[src/rtl/control_state_machine.sv]
// control_state_machine
//
// Per-instruction phase sequencer for the core. Steps through fetch request,
// fetch receive, decode, setup, execute, optional memory read and writeback,
// presenting each phase as its own one-hot strobe for the frame write-enable
// decoder. Memory waits are bounded by WAIT_LIMIT (0 = unbounded); a timeout
// parks the machine in HALTED with a sticky busError. A halt request is only
// honoured in WRITEBACK. retiredCount counts writeback cycles and wraps.
//
// Ports:
//   clk                 in   rising-edge clock
//   reset               in   synchronous, active-high
//   memReady            in   fetch request accepted (FETCH_REQUEST only)
//   memDataValid        in   instruction/load data returned (wait phases only)
//   loadInstruction     in   current frame is a load (sampled in EXECUTE)
//   halt                in   stop request (sampled in WRITEBACK)
//   fetch_RequestState  out  FETCH_REQUEST phase
//   fetch_ReceiveState  out  FETCH_RECEIVE phase
//   decodeState         out  DECODE phase
//   setupState          out  SETUP phase
//   executeState        out  EXECUTE phase
//   memReadState        out  MEM_READ phase
//   writebackState      out  WRITEBACK phase
//   halted              out  HALTED state
//   busError            out  sticky memory-timeout flag
//   retiredCount        out  retired-instruction counter, COUNT_WIDTH bits
module control_state_machine #(
  parameter int COUNT_WIDTH = 32,
  parameter int WAIT_LIMIT  = 16
) (
  input  logic                   clk,
  input  logic                   reset,
  input  logic                   memReady,
  input  logic                   memDataValid,
  input  logic                   loadInstruction,
  input  logic                   halt,
  output logic                   fetch_RequestState,
  output logic                   fetch_ReceiveState,
  output logic                   decodeState,
  output logic                   setupState,
  output logic                   executeState,
  output logic                   memReadState,
  output logic                   writebackState,
  output logic                   halted,
  output logic                   busError,
  output logic [COUNT_WIDTH-1:0] retiredCount
);

  typedef enum logic [7:0] {
    S_FETCH_REQ = 8'b0000_0001,
    S_FETCH_RCV = 8'b0000_0010,
    S_DECODE    = 8'b0000_0100,
    S_SETUP     = 8'b0000_1000,
    S_EXECUTE   = 8'b0001_0000,
    S_MEM_READ  = 8'b0010_0000,
    S_WRITEBACK = 8'b0100_0000,
    S_HALTED    = 8'b1000_0000
  } state_t;

  // Last wait-counter value before the limit is hit; meaningless when the
  // timeout is disabled, which w_timeout guards against.
  localparam logic [15:0] LIMIT_M1   = 16'(WAIT_LIMIT - 1);
  localparam bit          TIMEOUT_EN = (WAIT_LIMIT != 0);

  state_t                 r_state;
  logic [15:0]            r_waitCnt;
  logic                   r_busError;
  logic [COUNT_WIDTH-1:0] r_retired;
  logic                   w_timeout;

  // Timeout fires on the WAIT_LIMIT-th consecutive empty wait cycle; a valid
  // arriving on that same cycle still wins.
  assign w_timeout = TIMEOUT_EN && !memDataValid && (r_waitCnt == LIMIT_M1);

  always_ff @(posedge clk) begin
    if (reset) begin
      r_state    <= S_FETCH_REQ;
      r_waitCnt  <= 16'd0;
      r_busError <= 1'b0;
      r_retired  <= '0;
    end else begin
      case (r_state)
        S_FETCH_REQ: begin
          if (memReady) begin
            r_state   <= S_FETCH_RCV;
            r_waitCnt <= 16'd0;
          end
        end
        S_FETCH_RCV: begin
          if (memDataValid) begin
            r_state <= S_DECODE;
          end else if (w_timeout) begin
            r_state    <= S_HALTED;
            r_busError <= 1'b1;
          end else begin
            r_waitCnt <= r_waitCnt + 16'd1;
          end
        end
        S_DECODE:  r_state <= S_SETUP;
        S_SETUP:   r_state <= S_EXECUTE;
        S_EXECUTE: begin
          if (loadInstruction) begin
            r_state   <= S_MEM_READ;
            r_waitCnt <= 16'd0;
          end else begin
            r_state <= S_WRITEBACK;
          end
        end
        S_MEM_READ: begin
          if (memDataValid) begin
            r_state <= S_WRITEBACK;
          end else if (w_timeout) begin
            r_state    <= S_HALTED;
            r_busError <= 1'b1;
          end else begin
            r_waitCnt <= r_waitCnt + 16'd1;
          end
        end
        S_WRITEBACK: begin
          // Retirement counts even when this writeback leads into HALTED.
          r_retired <= r_retired + COUNT_WIDTH'(1);
          r_state   <= halt ? S_HALTED : S_FETCH_REQ;
        end
        S_HALTED: r_state <= S_HALTED;
        default:  r_state <= S_FETCH_REQ;
      endcase
    end
  end

  // Phase strobes are the state register bits themselves.
  assign fetch_RequestState = r_state[0];
  assign fetch_ReceiveState = r_state[1];
  assign decodeState        = r_state[2];
  assign setupState         = r_state[3];
  assign executeState       = r_state[4];
  assign memReadState       = r_state[5];
  assign writebackState     = r_state[6];
  assign halted             = r_state[7];
  assign busError           = r_busError;
  assign retiredCount       = r_retired;

endmodule

[config.mk]
export PLATFORM = sky130hd
export DESIGN_NAME = control_state_machine
export DESIGN_NICKNAME = d
export VERILOG_FILES = /design/src/rtl/control_state_machine.sv
export SDC_FILE = /design/constraint.sdc
export NUM_CORES = 1
export LEC_CHECK = 0
export ABC_AREA = 1
export BUFFER_PORTS_ARGS = -buffer_cell sky130_fd_sc_hd__clkbuf_2
export CAP_MARGIN = 20
export CORE_MARGIN = 2
export CORE_UTILIZATION = 58
export CTS_CLUSTER_DIAMETER = 120
export CTS_CLUSTER_SIZE = 20
export DETAILED_ROUTE_END_ITERATION = 10
export PLACE_DENSITY = 0.84
export SLEW_MARGIN = 20
export SYNTH_ARGS = -nofsm -noshare
export SYNTH_HDL_FRONTEND = slang
export SYNTH_SLANG_ARGS = --single-unit
[constraint.sdc]
create_clock -name clk -period 2 [get_ports clk]
set_input_delay 0 -clock clk [delete_from_list [all_inputs] [get_ports clk]]
set_output_delay 0 -clock clk [all_outputs]
set_load 0.02 [all_outputs]
* Word level (Yosys, flattened, before mapping)
Index checks and enable logic that the tools add are counted.
** Storage, ports and cells
- Register bits after elaboration :: 57
- Bits in latches :: 0
- Bits in writable memories :: 0
- Memory bits (read-only) :: 0
- Bits of input ports :: 6
- Output and inout bits :: 41
- Memories kept :: 0
** Operators by class
- Add/sub/neg operators :: 2
- Multipliers :: 0
- Div/mod/pow operators :: 0
- Magnitude comparators :: 0
- Eq/ne operators :: 13
- Shift operators :: 0
- Multiplexer cells :: 12
- Bitwise logic cells :: 1
- Reductions and logical operators :: 6
** Operators with widths (count)
- 16-bit two-way mux :: 4
- 8-bit case mux with 8 select lines :: 1
- 16-bit case mux with 3 select lines :: 1
- 8-bit two-way mux :: 5
- 32-bit by 1-bit adder with 32-bit output, second input constant :: 1
- 16-bit by 1-bit adder with 16-bit output, second input constant :: 1
- 16-bit by 4-bit equality test with 1-bit output, second input constant :: 1
- 8-bit by 1-bit equality test with 1-bit output, second input constant :: 1
- 8-bit by 2-bit equality test with 1-bit output, second input constant :: 1
- 8-bit by 3-bit equality test with 1-bit output, second input constant :: 1
- 8-bit by 4-bit equality test with 1-bit output, second input constant :: 1
- 8-bit by 5-bit equality test with 1-bit output, second input constant :: 1
- 8-bit by 6-bit equality test with 1-bit output, second input constant :: 1
- 8-bit by 7-bit equality test with 1-bit output, second input constant :: 1
- 8-bit equality test, second input constant :: 1
- 2-bit inequality test, second input constant :: 4
- 7-bit two-way mux :: 1
- 5-bit AND reduction :: 1
- 3-bit AND reduction :: 1
- 3-bit nonzero test :: 1
- 2-bit OR reduction :: 1
- 1-bit logical AND :: 1
- 1-bit zero test :: 1
- 1-bit NOT :: 1

* Longest topological paths before layout
Gate-level depths: netlist (run 1).
- Depth after elaboration :: 5
- Mapped depth :: 11
- Mapped depth without buffers :: 11

* Least setup slack after synthesis (run 1)
OpenSTA, ideal clock, no wires.
- Kind :: register to register
- Start :: register r_state[6]
- End :: register r_state[0]
- Library setup time :: 120 ps
- Data arrival time :: 1528 ps
- Required time :: 1880 ps
- Path slack :: 352 ps
- Cell stages (with the launch flop) :: 10
- Path buffers :: 1
- Clock period less this slack :: 1648 ps
- Cell sequence :: dfxtp_1 inv_1 nor3_2 nand2_2 buf_2 inv_2 nor2_1 nand4_1 nand2_1 or2_1
** On the way
- Word-level cells in the longest chain between the ends :: 2
- Elaborated cells on any way between the ends :: 10
- Classes of those cells :: eq/ne (9); mux (1)
** RTL lines
- start, declared :: RTL line 65 : state_t r_state;
- start signal, assigned :: RTL line 122 : r_state <= halt ? S_HALTED : S_FETCH_REQ;
- 8-bit equality test, or another cell as far along :: RTL line 82 : case (r_state)
- 8-bit case mux with 8 select lines or 2-bit inequality test (tied branches)
Parallel ways exist; a longest one is shown, timed or not.
A chain may end at the register's enable or synchronous reset.

* Worst setup path after layout (run 1)
- Start :: register r_state[7]
- End :: register r_waitCnt[8]
** On the way
- Word-level cells in the longest chain between the ends :: 4
- Elaborated cells on any way between the ends :: 12
- Classes of those cells :: eq/ne (8); mux (1); reduce/logical (3)
** RTL lines
- 8-bit by 6-bit equality test with 1-bit output or 8-bit by 2-bit equality test with 1-bit output (tied branches) :: RTL line 82
- 2-bit OR reduction (no source line)
- 2-bit inequality test (no source line) or 3-bit nonzero test (tied branches)
- 5-bit AND reduction (no source line)
- end signal, assigned :: RTL line 96 : r_waitCnt <= r_waitCnt + 16'd1;
- end signal, assigned :: RTL line 116 : r_waitCnt <= r_waitCnt + 16'd1;
- end, declared :: RTL line 66 : logic [15:0] r_waitCnt;
Parallel ways exist; a longest one is shown, timed or not.

==> results of run 1 <==
## cell type report
cell class                      instances  area, sq um
Clock buffer                           12          145
Clock inverter                          4         76.3
Fill cell                             530         1760
Inverter                               72          273
Multi-Input combinational cell        457         2160
Sequential cell                        57         1140
Tap cell                               75         93.8
Timing Repair Buffer                   59          335
## through the flow
stage	cells	hold slack, ns	utilization [%]
floorplan	598	0.143	-
global placement	716	0.286	66.0
detailed placement	716	0.285	66.0
CTS	735	0.0433	70.2
global route	736	0.0954	70.6
finish	736	0.0462	70.6
## report_power, final
part           leakage [nW]  internal [mW]  switching [mW]
Combinational          1.06          0.110           0.261
Clock                 0.107          0.739           0.496
Sequential            0.460           1.15          0.0231
Total                  1.63           2.00           0.780
## worst paths after layout
check	from	endpoint	slack [ns]	cells after the start
max reg2reg	r_state[7]$_SDFFE_PP0P_	r_waitCnt[8]$_SDFFE_PP0P_	0.18	9
min reg2reg	busError$_SDFFE_PP0P_	busError$_SDFFE_PP0P_	0.48	2
min	memReady	r_state[1]$_SDFFE_PP0P_	0.05	4
max	r_state[7]$_SDFFE_PP0P_	r_waitCnt[8]$_SDFFE_PP0P_	0.18	9
## routing by layer
metal	vias up	track usage, %	part of all wire [%]
li1	2017	-	-
met1	1813	33.5	42
met2	181	47.7	47
met3	39	4.37	7.1
met4	0	17.7	4.5
met5	-	0	0
## sequential cells by signal, summed over array words and instances, names as in the netlist
| signal | count |
|---|---|
| r_state | 8 |
| r_waitCnt | 16 |
| busError | 1 |
| retiredCount | 32 |
## critical path, delay by kind of cell (launching register included)
kind                   cells  cell delay (ns)
AO/OA/AOI/OAI              2             0.45
AND/OR/NAND/NOR            5             0.51
buffers and inverters      2             0.31
flip-flops                 1             0.47
## kinds of logic (layout without fill, tap and decap cells)
logic type | Yosys count | count (layout) | synth area share, %
DFF | 57 | 57 | 31.4
xor gates and xnor gates | 6 | 6 | 1.44
buffers and inverters | 84 | 147 | 9.56
AOI/OAI and AO/OA | 72 | 72 | 10.8
adders and majority gates | 2 | 2 | 0.687
and+or+nand+nor | 377 | 377 | 46.1
## timing repair
action                     in CTS  in global routing
setup buffers                   0                  1
resized for setup               0                  2
setup endpoints to repair       0                  3
hold buffers                    3                  0
hold endpoints to repair        3                  0
## cell usage after synthesis, types with 9 or more instances
master,n
nand4_1,9
nor3_1,26
o21ai_0,15
nand3_1,44
inv_1,69
dfxtp_1,57
nor2_1,83
nand2_1,190
a21oi_1,48
==> results by group, run 1 <==
Synth
  • Top cell type by total area after synthesis: dfxtp_1
  • Post-synth EDFFs: 0
  • Mean Syn Cell Area: 6.09 sq um
  • Synth warnings: 0
  • Synth area leaders: dfxtp_1 (31%), nand2_1 (20%), nor2_1 (8.6%), inv_1 (7.1%), a21oi_1 (6.6%)
  • Synth Register Bits: 57
  • Gate Count Post-Synth: 598
  • Top cell type's share of synthesized area: 31.4%
  • Sequential-to-total area share from yosys stat: 31.4%
  • Distinct cells, synth: 37
  • Mapped cell area: 3640 sq um
  • Synth async-reset ratio: 0%
  • Ys flop type: dfxtp_1
  • Syn_nets: 606

Die
  • Die Wd: 83.2 um
  • Rows: 28
  • # IOs: 47
  • Die Y: 83.2 um
  • Core area: 5990 sq um
  • Die area: 6920 sq um
  • Initial Util: 60.8%

STA
  • Clk_skew: 0.0126 ns
  • Fin crit share: 90.9%
  • Final Setup Violations: 0
  • Worst-Margin Slew: 0.547 ns
  • Final worst slack: 0.182 ns
  • Max Clk Rate: 550 MHz
  • Setup_tns: 0 ns
  • RSZ-0062 raised after global routing: no
  • Post-route minimum period: 1.82 ns
  • Slew Limit Fails: 0
  • Count of final hold-check violations: 0
  • Slew margin rel.: 63.5%

Finish
  • Most frequent cells in the layout: nand2_1 (190), nor2_1 (83), inv_1 (69), dfxtp_1 (57), a21oi_1 (48)
  • Fin area: 4230 sq um
  • Most common cell after layout, fill and taps aside: nand2_1
  • Nets@finish: 664
  • Layout cell share with drive strength beyond 1: 14.5%
  • Area grow syn2layout: 16.1%
  • # diodes: 0

Route
  • Number of remaining DRC errors: 0
  • Routed wire per std cell: 13.2 um
  • Drt first pass iters: 5
  • Vias: 4,050
  • Vias/cell: 5.50
  • Post-Route WL: 9.69 mm
  • Antenna viol nets, final: 0
  • DRT iter0 DRCs: 231

GRT
  • Vias in the first global route: 3,806
  • GRT Total Usage: 28.3%
  • Grt total ovfl: 0
  • Largest net degree at the start of global routing: 39
  • First-pass GRT wire length: 16.3 mm
  • Initial antenna violation count: 0

Clock tree
  • Clock latency on the worst-skew pair: 0.34 ns
  • Clock root buffer: clkbuf_8
  • H-tree levels: 3
  • CTS tree: built
  • Clock Path Buffers: 2
  • CTS Buf Count: 9
  • CTS clk-pin slew, worst paths: 0.07 ns
  • CTS sink cnt: 57

Setup path
  • Crit-path cells: nor2_1 -> nand2_1 -> inv_2 -> nand3b_2 -> nand2_1 -> a21oi_4 -> buf_4 -> nand3_1 -> a21oi_1
  • Critical Path Fanout Max: 10
  • CP arrival: 2.09 ns
  • Crit-path slowest cell: dfxtp_1
  • CP required: 2.27 ns
  • Top cell by count, worst path: nand2_1
  • Setup crit start kind: flop
  • CP max stage delay: 0.47 ns
  • CP Capture Type: flop
  • Kind of critical path: reg2reg

Worst hold path
  • HP Class: in2reg

Place
  • Setup WS pre-CTS: 0.175 ns
  • PortBufs: 46
  • DPL Wire Length: 6.95 mm
  • Placed Area: 3960 sq um
  • GPL Wtd Cong: 0.948

Pwr
  • Pleak: 1.63 nW
  • Pwr per Cell Area: 658 nW/um^2
  • VDD IR-drop max: 0.000574 V
  • Power, Total: 2.78 mW

Status
  • Status: finished clean

Job
  • MaxCap Viol Count: 0
Note: power is estimated with default switching activity, not from simulation.
==> run 2, diff against run 1 <==
Settings changed: BUFFER_PORTS_ARGS -buffer_cell sky130_fd_sc_hd__clkbuf_2 to not set, CORE_UTILIZATION 58 to 64, DONT_BUFFER_PORTS set to 1.
==> results by group, run 2 (synthesized netlist as in run 1, its figures left out) <==
Die
  • # IOs: 47 (unchanged)
  • Die Y: 79.4 um (-4.6%)
  • Die Wd: 79.4 um (-4.6%)
  • Rows: 27 (-3.6%)
  • Die area: 6310 sq um (-8.9%)
  • Initial Util: 66.1% (+5.3 points)
  • Core area: 5510 sq um (-8.1%)

STA
  • Setup_tns: 0 ns (unchanged)
  • Worst-Margin Slew: 0.577 ns (+0.0297 ns)
  • Post-route minimum period: 1.86 ns (+0.0370 ns)
  • Final Setup Violations: 0 (unchanged)
  • Hold Slack: 0.103 ns (+0.0563 ns)
  • RSZ-0062 raised after global routing: no
  • Count of final hold-check violations: 0 (unchanged)
  • Slew Limit Fails: 0 (unchanged)
  • Fin crit share: 92.8% (+1.8 points)
  • Max Clk Rate: 539 MHz (-2.0%)
  • Clk_skew: 0.00905 ns (-0.00351 ns)
  • Slew margin rel.: 61.3% (-2.2 points)

Setup path
  • CP required: 2.23 ns (-0.04 ns)
  • Kind of critical path: reg2reg
  • CP arrival: 2.08 ns (about the same)
  • Critical Path Fanout Max: 17 (+7)
  • CP Capture Type: flop
  • Setup crit start kind: flop
  • Worst r2r path cells: 10 (+1)

Clock tree
  • CTS clk-pin slew, worst paths: 0.07 ns (about the same)
  • Setup Buffers After CTS: 0 (unchanged)
  • CTS Buf Count: 9 (unchanged)
  • Clock Path Buffers: 2 (unchanged)
  • CTS tree: built
  • Clock root buffer: clkbuf_8
  • H-tree levels: 3 (unchanged)
  • CTS sink cnt: 57 (unchanged)
  • Clock latency on the worst-skew pair: 0.34 ns (about the same)

Route
  • Post-Route WL: 9.63 mm (-0.55%)
  • Vias/cell: 5.49 (-0.15%)
  • Drt first pass iters: 6 (+1)
  • Number of remaining DRC errors: 0 (unchanged)
  • DRT iter0 DRCs: 237 (+2.6%)
  • Routed wire per std cell: 13.5 um (+2.8%)
  • Vias: 3,912 (-3.4%)
  • Antenna viol nets, final: 0 (unchanged)

Finish
  • Final non-filler cell total: 712 (-3.3%)
  • Nets@finish: 644 (-3.0%)
  • Most frequent cells in the layout: nand2_1 (190), nor2_1 (83), inv_1 (69), dfxtp_1 (55), a21oi_1 (48)
  • Most common cell after layout, fill and taps aside: nand2_1
  • Area grow syn2layout: 14.7%
  • # diodes: 0 (unchanged)
  • Layout cell share with drive strength beyond 1: 12.0% (-2.5 points)
  • Final core utilization: 75.8% (+5.3 points)
  • Max reg flops: 32 (unchanged)

GRT
  • Met3 usage: 6.11% (+1.7 points)
  • Largest net degree at the start of global routing: 39 (unchanged)
  • Initial antenna violation count: 0 (unchanged)
  • GRT Total Usage: 32.2% (+4.0 points)
  • Met2 Use GR: 57.1% (+9.5 points)
  • Most used routing layer: met2
  • Vias in the first global route: 3,649 (-4.1%)
  • Met1 Use GR: 37.0% (+3.5 points)
  • First-pass GRT wire length: 15.9 mm (-2.1%)
  • Grt total ovfl: 0 (unchanged)

Pwr
  • Power, Total: 2.64 mW (-5.0%)
  • Pwr per Cell Area: 633 nW/um^2 (-3.8%)
  • VDD IR-drop max: 0.000359 V (-37%)
  • Pleak: 1.55 nW (-5.2%)

Place
  • PortBufs: 0 (-100%)
  • DPL Wire Length: 6.88 mm (-1.0%)
  • # placed instances: 691 (-3.5%)
  • GPL Wtd Cong: 0.956 (+0.78%)

Worst hold path
  • HP Class: in2reg
  • Hold path cells: 3 (-1)

Status
  • Status: finished clean

Job
  • MaxCap Viol Count: 0 (unchanged)
run 2: cell count changes in the layout (fill, tap and decap cells not counted), sizes merged:
cell	delta
bufinv	-1
clkinvlp	-1
clkinv	+1
dlygate4sd3	+2
clkbuf	-46
buf	+24
run 2: cell type report:
| class | instances | area (sq um) |
|---|---|---|
| Clock inverter | 3 | 40.0 |
| Tap cell | 72 | 90.1 |
| Sequential cell | 57 | 1140 |
| Inverter | 72 | 273 |
| Fill cell | 448 | 1330 |
| Clock buffer | 12 | 155 |
| Multi-Input combinational cell | 457 | 2160 |
| Timing Repair Buffer | 39 | 318 |
run 2: worst max-delay path: stages, from the launching register on:
cell and delay (ns):
dfxtp_1 0.40, ha_1 0.23, nand3_2 0.18, nor2_2 0.20
nand3_4 0.12, nor2_4 0.18, nor2_8 0.10, nand2_4 0.17
nand2_1 0.07, nand2_1 0.06, nor2_1 0.04
run 2: worst paths after layout:
check | startpoint | to | slack [ns]
setup / recovery | r_waitCnt[0]$_SDFFE_PP0P_ | r_waitCnt[1]$_SDFFE_PP0P_ | 0.14
hold / removal | reset | retiredCount[23]$_SDFFE_PP0N_ | 0.10
setup reg to reg | r_waitCnt[0]$_SDFFE_PP0P_ | r_waitCnt[1]$_SDFFE_PP0P_ | 0.14
hold reg to reg | r_waitCnt[15]$_SDFFE_PP0P_ | r_waitCnt[15]$_SDFFE_PP0P_ | 0.49
run 2: through the flow:
step | area (sq um) | worst slack, ns
floorplan | 3640 | 0.352
global placement | 3900 | 0.253
detailed placement | 3900 | 0.206
CTS | 4170 | 0.159
global route | 4180 | 0.0108
finish | 4180 | 0.145
run 2: routing by layer:
layer	part of all wire [%]	wire length (um)
met3	5.6	539
met4	3.1	295
met2	49	4720
met1	42	4080
met5	0	0
run 2: report_power, final:
group / total [mW] / switching (mW) / internal (mW)
combinational: 0.381 / 0.263 / 0.118
clock: 1.08 / 0.452 / 0.632
sequential: 1.18 / 0.0252 / 1.15
run 2: what timing repair did:
| item | 4_1_cts | 5_1_grt |
|---|---|---|
| gates resized for setup | 0 | 3 |
| setup endpoints to repair | 0 | 2 |
| endpoints found under the hold margin | 41 | 0 |
| hold buffers | 6 | 0 |
